File: src/rtl/ghash_sequencer.sv
// ----------------------------------------------------------------------------
// ghash_sequencer
//
// Drives an external GF(2^128) multiply-and-reduce unit (GCM bit order,
// polynomial 0xE1 || 0^120) to compute GHASH over a stream of 128-bit
// blocks: Y_i = (Y_{i-1} XOR X_i) * H, with Y_0 = 0. The block owns the
// hash key register, the running accumulator, the block and tag handshakes
// and the start/done protocol towards the multiplier.
//
// Ports
//   clk, rst_n   clock, asynchronous active-low reset
//   h_valid      load h_data into the key register (IDLE only)
//   h_data       hash key H
//   clr          clear accumulator and block counter (IDLE only)
//   s_valid      input block valid
//   s_ready      input block accepted when s_valid & s_ready
//   s_data       input block X_i
//   s_last       final block of the current message
//   mul_start    one-cycle pulse launching a multiply
//   mul_a        operand A = acc XOR X_i, stable until mul_done
//   mul_b        operand B = H, stable until mul_done
//   mul_done     one-cycle pulse, mul_res valid
//   mul_res      reduced product
//   tag_valid    GHASH result valid, held until tag_ready
//   tag_ready    downstream accepts the tag
//   tag_data     GHASH result
//   blk_count    blocks completed in the current message (saturating)
//   h_loaded     a key has been loaded since reset
//   busy         sequencer is not in IDLE
// ----------------------------------------------------------------------------
module ghash_sequencer #(
  parameter int CNT_W = 16
) (
  input  logic             clk,
  input  logic             rst_n,
  input  logic             h_valid,
  input  logic [127:0]     h_data,
  input  logic             clr,
  input  logic             s_valid,
  output logic             s_ready,
  input  logic [127:0]     s_data,
  input  logic             s_last,
  output logic             mul_start,
  output logic [127:0]     mul_a,
  output logic [127:0]     mul_b,
  input  logic             mul_done,
  input  logic [127:0]     mul_res,
  output logic             tag_valid,
  input  logic             tag_ready,
  output logic [127:0]     tag_data,
  output logic [CNT_W-1:0] blk_count,
  output logic             h_loaded,
  output logic             busy
);

  typedef enum logic [1:0] {
    IDLE     = 2'd0,
    MUL_WAIT = 2'd1,
    OUTPUT   = 2'd2
  } state_t;

  state_t       state;
  logic [127:0] acc;
  logic [127:0] h_reg;
  logic         last_r;

  // Key load and clear win over block acceptance, so a block is never
  // hashed against a key or accumulator that is changing in the same cycle.
  assign s_ready = (state == IDLE) & h_loaded & ~h_valid & ~clr;
  assign busy    = (state != IDLE);

  // NOTE: all state uses non-blocking assignments so every branch below
  // reads the pre-edge values of acc, h_reg and blk_count.
  always_ff @(posedge clk or negedge rst_n) begin
    if (!rst_n) begin
      // NOTE: the 128-bit key and accumulator are plain registers, not a
      // memory, so they are reset together with the control state.
      state     <= IDLE;
      acc       <= '0;
      h_reg     <= '0;
      last_r    <= 1'b0;
      mul_start <= 1'b0;
      mul_a     <= '0;
      mul_b     <= '0;
      tag_valid <= 1'b0;
      tag_data  <= '0;
      blk_count <= '0;
      h_loaded  <= 1'b0;
    end else begin
      // mul_start is a single-cycle pulse.
      mul_start <= 1'b0;

      case (state)
        IDLE: begin
          if (h_valid) begin
            h_reg    <= h_data;
            h_loaded <= 1'b1;
          end
          if (clr) begin
            acc       <= '0;
            blk_count <= '0;
          end
          if (s_valid && s_ready) begin
            mul_a     <= acc ^ s_data;
            mul_b     <= h_reg;
            mul_start <= 1'b1;
            last_r    <= s_last;
            state     <= MUL_WAIT;
          end
        end

        // Only one multiply is ever outstanding: the next block needs this
        // result as its accumulator. A mul_done coinciding with mul_start
        // (zero-latency multiplier) lands here and is taken as this result.
        MUL_WAIT: begin
          if (mul_done) begin
            acc <= mul_res;
            if (blk_count != '1) begin
              blk_count <= blk_count + 1'b1;
            end
            if (last_r) begin
              tag_data  <= mul_res;
              tag_valid <= 1'b1;
              state     <= OUTPUT;
            end else begin
              state <= IDLE;
            end
          end
        end

        // Tag is held until taken; the next message restarts from Y_0 = 0.
        OUTPUT: begin
          if (tag_ready) begin
            tag_valid <= 1'b0;
            acc       <= '0;
            blk_count <= '0;
            state     <= IDLE;
          end
        end

        default: state <= IDLE;
      endcase
    end
  end

endmodule

File: config.mk
export PLATFORM = sky130hd
export DESIGN_NAME = ghash_sequencer
export DESIGN_NICKNAME = d
export VERILOG_FILES = /design/src/rtl/ghash_sequencer.sv
export SDC_FILE = /design/constraint.sdc
export NUM_CORES = 1
export LEC_CHECK = 0
export CAP_MARGIN = 15
export CORE_AREA = 2 2 310 312
export CTS_CLUSTER_DIAMETER = 50
export DETAILED_ROUTE_END_ITERATION = 6
export DIE_AREA = 0 0 312 314
export MAX_ROUTING_LAYER = met4
export PLACE_DENSITY = 0.58
export SETUP_SLACK_MARGIN = 0.15
export SYNTH_ARGS = -nofsm -noshare
export SYNTH_HDL_FRONTEND = slang
export SYNTH_SLANG_ARGS = --single-unit
File: constraint.sdc
create_clock -name clk -period 3.2 [get_ports clk]
set_input_delay 0.64 -clock clk [delete_from_list [all_inputs] [get_ports clk]]
set_output_delay 0.64 -clock clk [all_outputs]
set_load 0.005 [all_outputs]
## After elaboration in Yosys (flattened, before gate mapping)

Index checks and enable logic that the tools add are counted.

| cells by class | value |
|---|---|
| add/sub/neg operators | 1 |
| equality and inequality tests | 9 |
| muxes and demuxes | 20 |
| bitwise gates (word level) | 6 |
| reductions and logical operators | 12 |

Operators with widths:

| cell | number |
|---|---|
| $mux 128 | 3 |
| $pmux 128 s3 | 1 |
| $xor 128x128->128 | 1 |
| $mux 16 | 4 |
| $pmux 16 s3 | 1 |
| $add 16x1->16 const B | 1 |
| $ne 16x16->1 const B | 1 |
| $ne 2x2->1 const B | 5 |
| $mux 2 | 4 |
| $reduce_and 4->1 | 2 |
| $pmux 2 s3 | 1 |
| $reduce_and 3->1 | 2 |
| $mux 1 | 5 |
| $reduce_and 5->1 | 1 |
| $reduce_and 2->1 | 2 |
| $reduce_bool 2->1 | 2 |
| $and 1x1->1 | 3 |
| $reduce_bool 3->1 | 1 |
| $eq 2x1->1 const B | 1 |
| $eq 2x2->1 const B | 1 |
| $logic_not 2->1 | 1 |
| $ne 2x1->1 const B | 1 |
| $not 1->1 | 2 |
| $pmux 1 s2 | 1 |
| $logic_and 1x1->1 | 1 |

| word-level totals | value |
|---|---|
| bits in registers | 662 |
| bits of input ports | 392 |
| output and inout port bits | 405 |
| logic and storage cells | 59 |

## Longest topological paths before layout

| logic depth | value |
|---|---|
| depth after elaboration | 7 |
| gate-level depth with buffers | 10 |
| depth with buffers taken out | 5 |

## Least setup slack after synthesis

No wires, ideal clock.

| timing | value |
|---|---|
| kind | register -> register |
| start point | reg state[0] |
| end point | reg mul_b[100] |
| library setup time | 0.125 ns |
| arrival time | 2.032 ns |
| data required time | 3.075 ns |
| setup slack | 1.043 ns |
| stages on the path, launching flop included | 9 |
| path buffers | 5 |
| clock period less this slack | 2.157 ns |
| cells stage by stage | dfrtp_1 -> buf_6 -> or2_4 -> or4_4 -> buf_6 -> buf_6 -> buf_6 -> buf_6 -> mux2_4 |

| between the ends | value |
|---|---|
| cells in the longest elaborated chain, start to end | 6 |

RTL lines:

| item | line | source |
|---|---|---|
| start, declared | 62 | `state_t state;` |
| start signal, assigned | 78 | `state <= IDLE;` |
| start signal, assigned | 108 | `state <= MUL_WAIT;` |
| start signal, assigned | 124 | `state <= OUTPUT;` |
| $logic_not 2->1 (*) | 69, 93 |  |
| $and 1x1->1 (3 in series) | 69 | `assign s_ready = (state == IDLE) & h_loaded & ~h_valid & ~clr;` |
| $logic_and 1x1->1 | 103 | `if (s_valid && s_ready) begin` |
| $reduce_and 2->1 (no line) (*) | -- |  |
| end signal, assigned | 105 | `mul_b <= h_reg;` |
| end, declared | 45 | `output logic [127:0] mul_b,` |

Every way passes the cells marked *; elsewhere a longest branch is shown, timed or not.
A chain may end at the register's enable or synchronous reset.

## Final worst setup path

| timing | value |
|---|---|
| start point | reg state[0] |
| end point | out s_ready |

| between the ends | value |
|---|---|
| cells in the longest elaborated chain, start to end | 4 |

RTL lines:

| item | line | source |
|---|---|---|
| $logic_not 2->1 | 69 |  |
| $and 1x1->1 (3 in series) | 69 |  |
| end, declared | 40 | `output logic s_ready,` |

No other way between the ends.

==> flow_summary_export.csv <==
group,metric,value,unit
synth,ys_ff_latch,662,
floorplanning,initial_core_util,27.9,%
clocking,cts_tree,"yes",
worst_setup_path,start_kind,"flop",
timing,finalCritPeriodShare,93.2,%
cells_and_area,multiInputGateArea,0.00918,mm2
cells_and_area,n_fill_cell,9013,
timing,hold_violations,0,
synth,synth-simple-area-share,9.12,%
floorplanning,dieHeight,314,um
timing,relSlewSlack,38.7,%
floorplanning,io_pins,797,
global_route,grt_max_degree,141,
global_route,grt_pass1_wl,127000,um
synth,ys_seq_area_share,63.0,%
timing,fmax,335,MHz
synth,synth_fa_ha_area_share,0.0476,%
routing,ant_nets,0,
cells_and_area,fin_nets,3268,
timing,tns,0,ns
clocking,cts.htree.levels,3,
floorplanning,die_width,312,um
routing,routed_via_density,4.36,
global_route,antenna_found_initial,19,
clocking,cts-buffers-inserted,97,
floorplanning,core_area,0.0944,mm2
synth,synthMuxAreaShare,17.9,%
routing,wl_per_cell,20.0,um
power,p_leak,17.5,nW
cells_and_area,final_common_cell,"clkdlybuf4s50_1",
timing,timing.final.crit_period,2.98,ns
cells_and_area,area_growth,50.6,%
synth,synth_xor_area_share,4.26,%
synth,netlist_area,0.0263,mm2
clocking,cts_root_buffer,"clkbuf_16",
timing,tightest_slew,0.920,ns
cells_and_area,drive_above_1_share,21.1,%
placed_design,hpwl,62100,um
hold_path,min_path_type,"flop to flop",
routing,vias,18500,
worst_setup_path,arrival,2.34,ns
worst_setup_path,cp_max_fo,9,
synth,synth_top_family_by_area,"multiplexers",
routing,first_iter_violations,1046,
synth,synth_warnings,0,
timing,slew_violations,0,
clocking,cts_sinks,662,
worst_setup_path,crit_required,2.56,ns
power,vdd_drop_max,0.000465,V
global_route,grt_remaining_overflow,0,
outcome,status,"finished clean",
timing,skew,0.0314,ns
cells_and_area,layout_common_cells,"clkdlybuf4s50_1 (795), dfrtp_1 (661), nand2_1 (389)",
global_route,track_usage,17.6,%
placed_design,gp_congestion,0.806,
timing,setup_violations,0,
run,maxCapViolations,0,
cells_and_area,finish.utilization,41.9,%
worst_setup_path,critical_path_class,"flop to output pin",
clocking,insertion_delay,0.66,ns
routing,routed_wl,84800,um
global_route,grt_pass1_vias,19400,
clocking,cts.clk_slew.worst_paths,0.05,ns
routing,drc,0,
power,powerDensity,804,mW/mm2
synth,syn_nets,2429,
timing,whs,0.473,ns
floorplanning,dieArea,0.0980,mm2
clocking,clk_path_buf_depth,3,
synth,synth_compound_area_share,3.42,%
placed_design,numPortBuffers,796,
synth,synthCells,2036,
cells_and_area,regArea,0.0166,mm2
synth,syn_area_per_cell,12.9,um2
worst_setup_path,cp-end-kind,"output pin",
routing,first_pass_iters,4,
floorplanning,rows,113,
synth,yosysUniqueCellTypes,41,
timing,rsz0062_at_grt,"false",
-- layout make-up --
class,count,area share (%)
clock inverter,52,1.85
antenna,17,0.107
inverter,7,0.0663
multi-input combinational,1247,23.2
clock buffer,126,6.84
sequential,662,41.8
timing repair buffer,860,22.1
tap,1265,4.00
-- Yosys cell counts --
| cell | count | area share (%) |
|---|---|---|
| buf_2 | 12 | 0.23 |
| nor2_1 | 5 | 0.071 |
| o221ai_1 | 1 | 0.033 |
| a22o_1 | 4 | 0.13 |
| a221o_1 | 2 | 0.076 |
| o21ai_1 | 29 | 0.55 |
| a2bb2oi_1 | 2 | 0.067 |
| mux2_2 | 297 | 13 |
| buf_1 | 12 | 0.17 |
| or2_4 | 1 | 0.033 |
| mux2_4 | 89 | 5.1 |
| xnor2_1 | 128 | 4.3 |
| inv_1 | 7 | 0.10 |
| nand2b_1 | 3 | 0.071 |
| o22a_1 | 1 | 0.033 |
| ha_1 | 1 | 0.048 |
| buf_6 | 14 | 0.60 |
| o211a_1 | 1 | 0.038 |
| a21oi_1 | 1 | 0.019 |
| clkbuf_1 | 79 | 1.1 |
| o21ai_0 | 110 | 2.1 |
| a211o_1 | 6 | 0.20 |
| o211ai_1 | 2 | 0.057 |
| nand4_1 | 3 | 0.071 |
| nor2b_1 | 2 | 0.048 |
| a211oi_1 | 1 | 0.029 |
| o21a_1 | 1 | 0.029 |
| or4_4 | 1 | 0.043 |
| and4_1 | 4 | 0.13 |
| mux2i_1 | 2 | 0.076 |
| buf_4 | 3 | 0.086 |
| dfrtp_1 | 662 | 63 |
| nor3_1 | 9 | 0.17 |
| nand2_1 | 389 | 5.6 |
| or2_2 | 1 | 0.024 |
| nor4_1 | 1 | 0.024 |
| and3_1 | 10 | 0.24 |
| a21bo_2 | 1 | 0.038 |
| nand3b_1 | 2 | 0.057 |
| nand3_1 | 136 | 2.6 |
| a21boi_0 | 1 | 0.029 |
-- per-stage QoR --
step / setup slack (ns) / instance area, um2 / total power, mW / std cells
3_5_place_dp: 0.385 / 36100 / 20.9 / 4040
3_3_place_gp: 0.392 / 36100 / 20.8 / 4040
4_1_cts: 0.194 / 39600 / 32.3 / 4219
2_1_floorplan: 1.04 / 26300 / 14.9 / 2036
6_report: 0.216 / 39600 / 31.8 / 4236
5_1_grt: 0.172 / 39600 / 33.4 / 4234
-- path summary, 6_finish.rpt --
kind | slack (ns) | start | endpoint | cells past startpoint
worst max-delay path | 0.22 | state[0]$_DFFE_PN0P_ | s_ready | 3
worst min-delay path | 0.47 | mul_a[96]$_DFFE_PN0P_ | mul_a[96]$_DFFE_PN0P_ | 2
worst max register to register | 0.85 | state[0]$_DFFE_PN0P_ | mul_b[122]$_DFFE_PN0P_ | 5
worst min register to register | 0.47 | mul_a[96]$_DFFE_PN0P_ | mul_a[96]$_DFFE_PN0P_ | 2
max in group asynchronous | 1.66 | rst_n | acc[3]$_DFFE_PN0P_ | 4
min in group asynchronous | 0.57 | rst_n | tag_data[52]$_DFFE_PN0P_ | 2
-- report_power, final --
group          internal (mW)  switching, mW  total [mW]
Combinational           5.56           2.99        8.54
Clock                   7.14           4.08        11.2
Sequential              10.7           1.37        12.1
-- routing by layer --
metal | vias up | GRT usage, % | part of all wire, %
met5 | - | - | 0
met4 | 0 | 6.38 | 2.8
met3 | 126 | 6.81 | 9.2
met2 | 666 | 27.3 | 47
met1 | 9044 | 20.8 | 41
li1 | 8649 | - | -
-- critical path: stages (launching register included) --
cell and delay, ns:
dfrtp_1 0.49, or2_4 0.33, nor3_1 0.28, clkdlybuf4s50_1 0.59
-- what timing repair did --
item	CTS	global route
endpoints found under the hold margin	31	0
hold buffers	1	0
resized for setup	1	0
buffers inserted	0	0
endpoints found under the setup margin	1	0
-- cells by family after synthesis --
logic type      Yosys count
compound gates          163
xor+xnor                128
simple gates            567
flops                   662
mux                     388
buf+inv                 127
fa+ha+maj                 1
(Power assumes the default switching activity.)
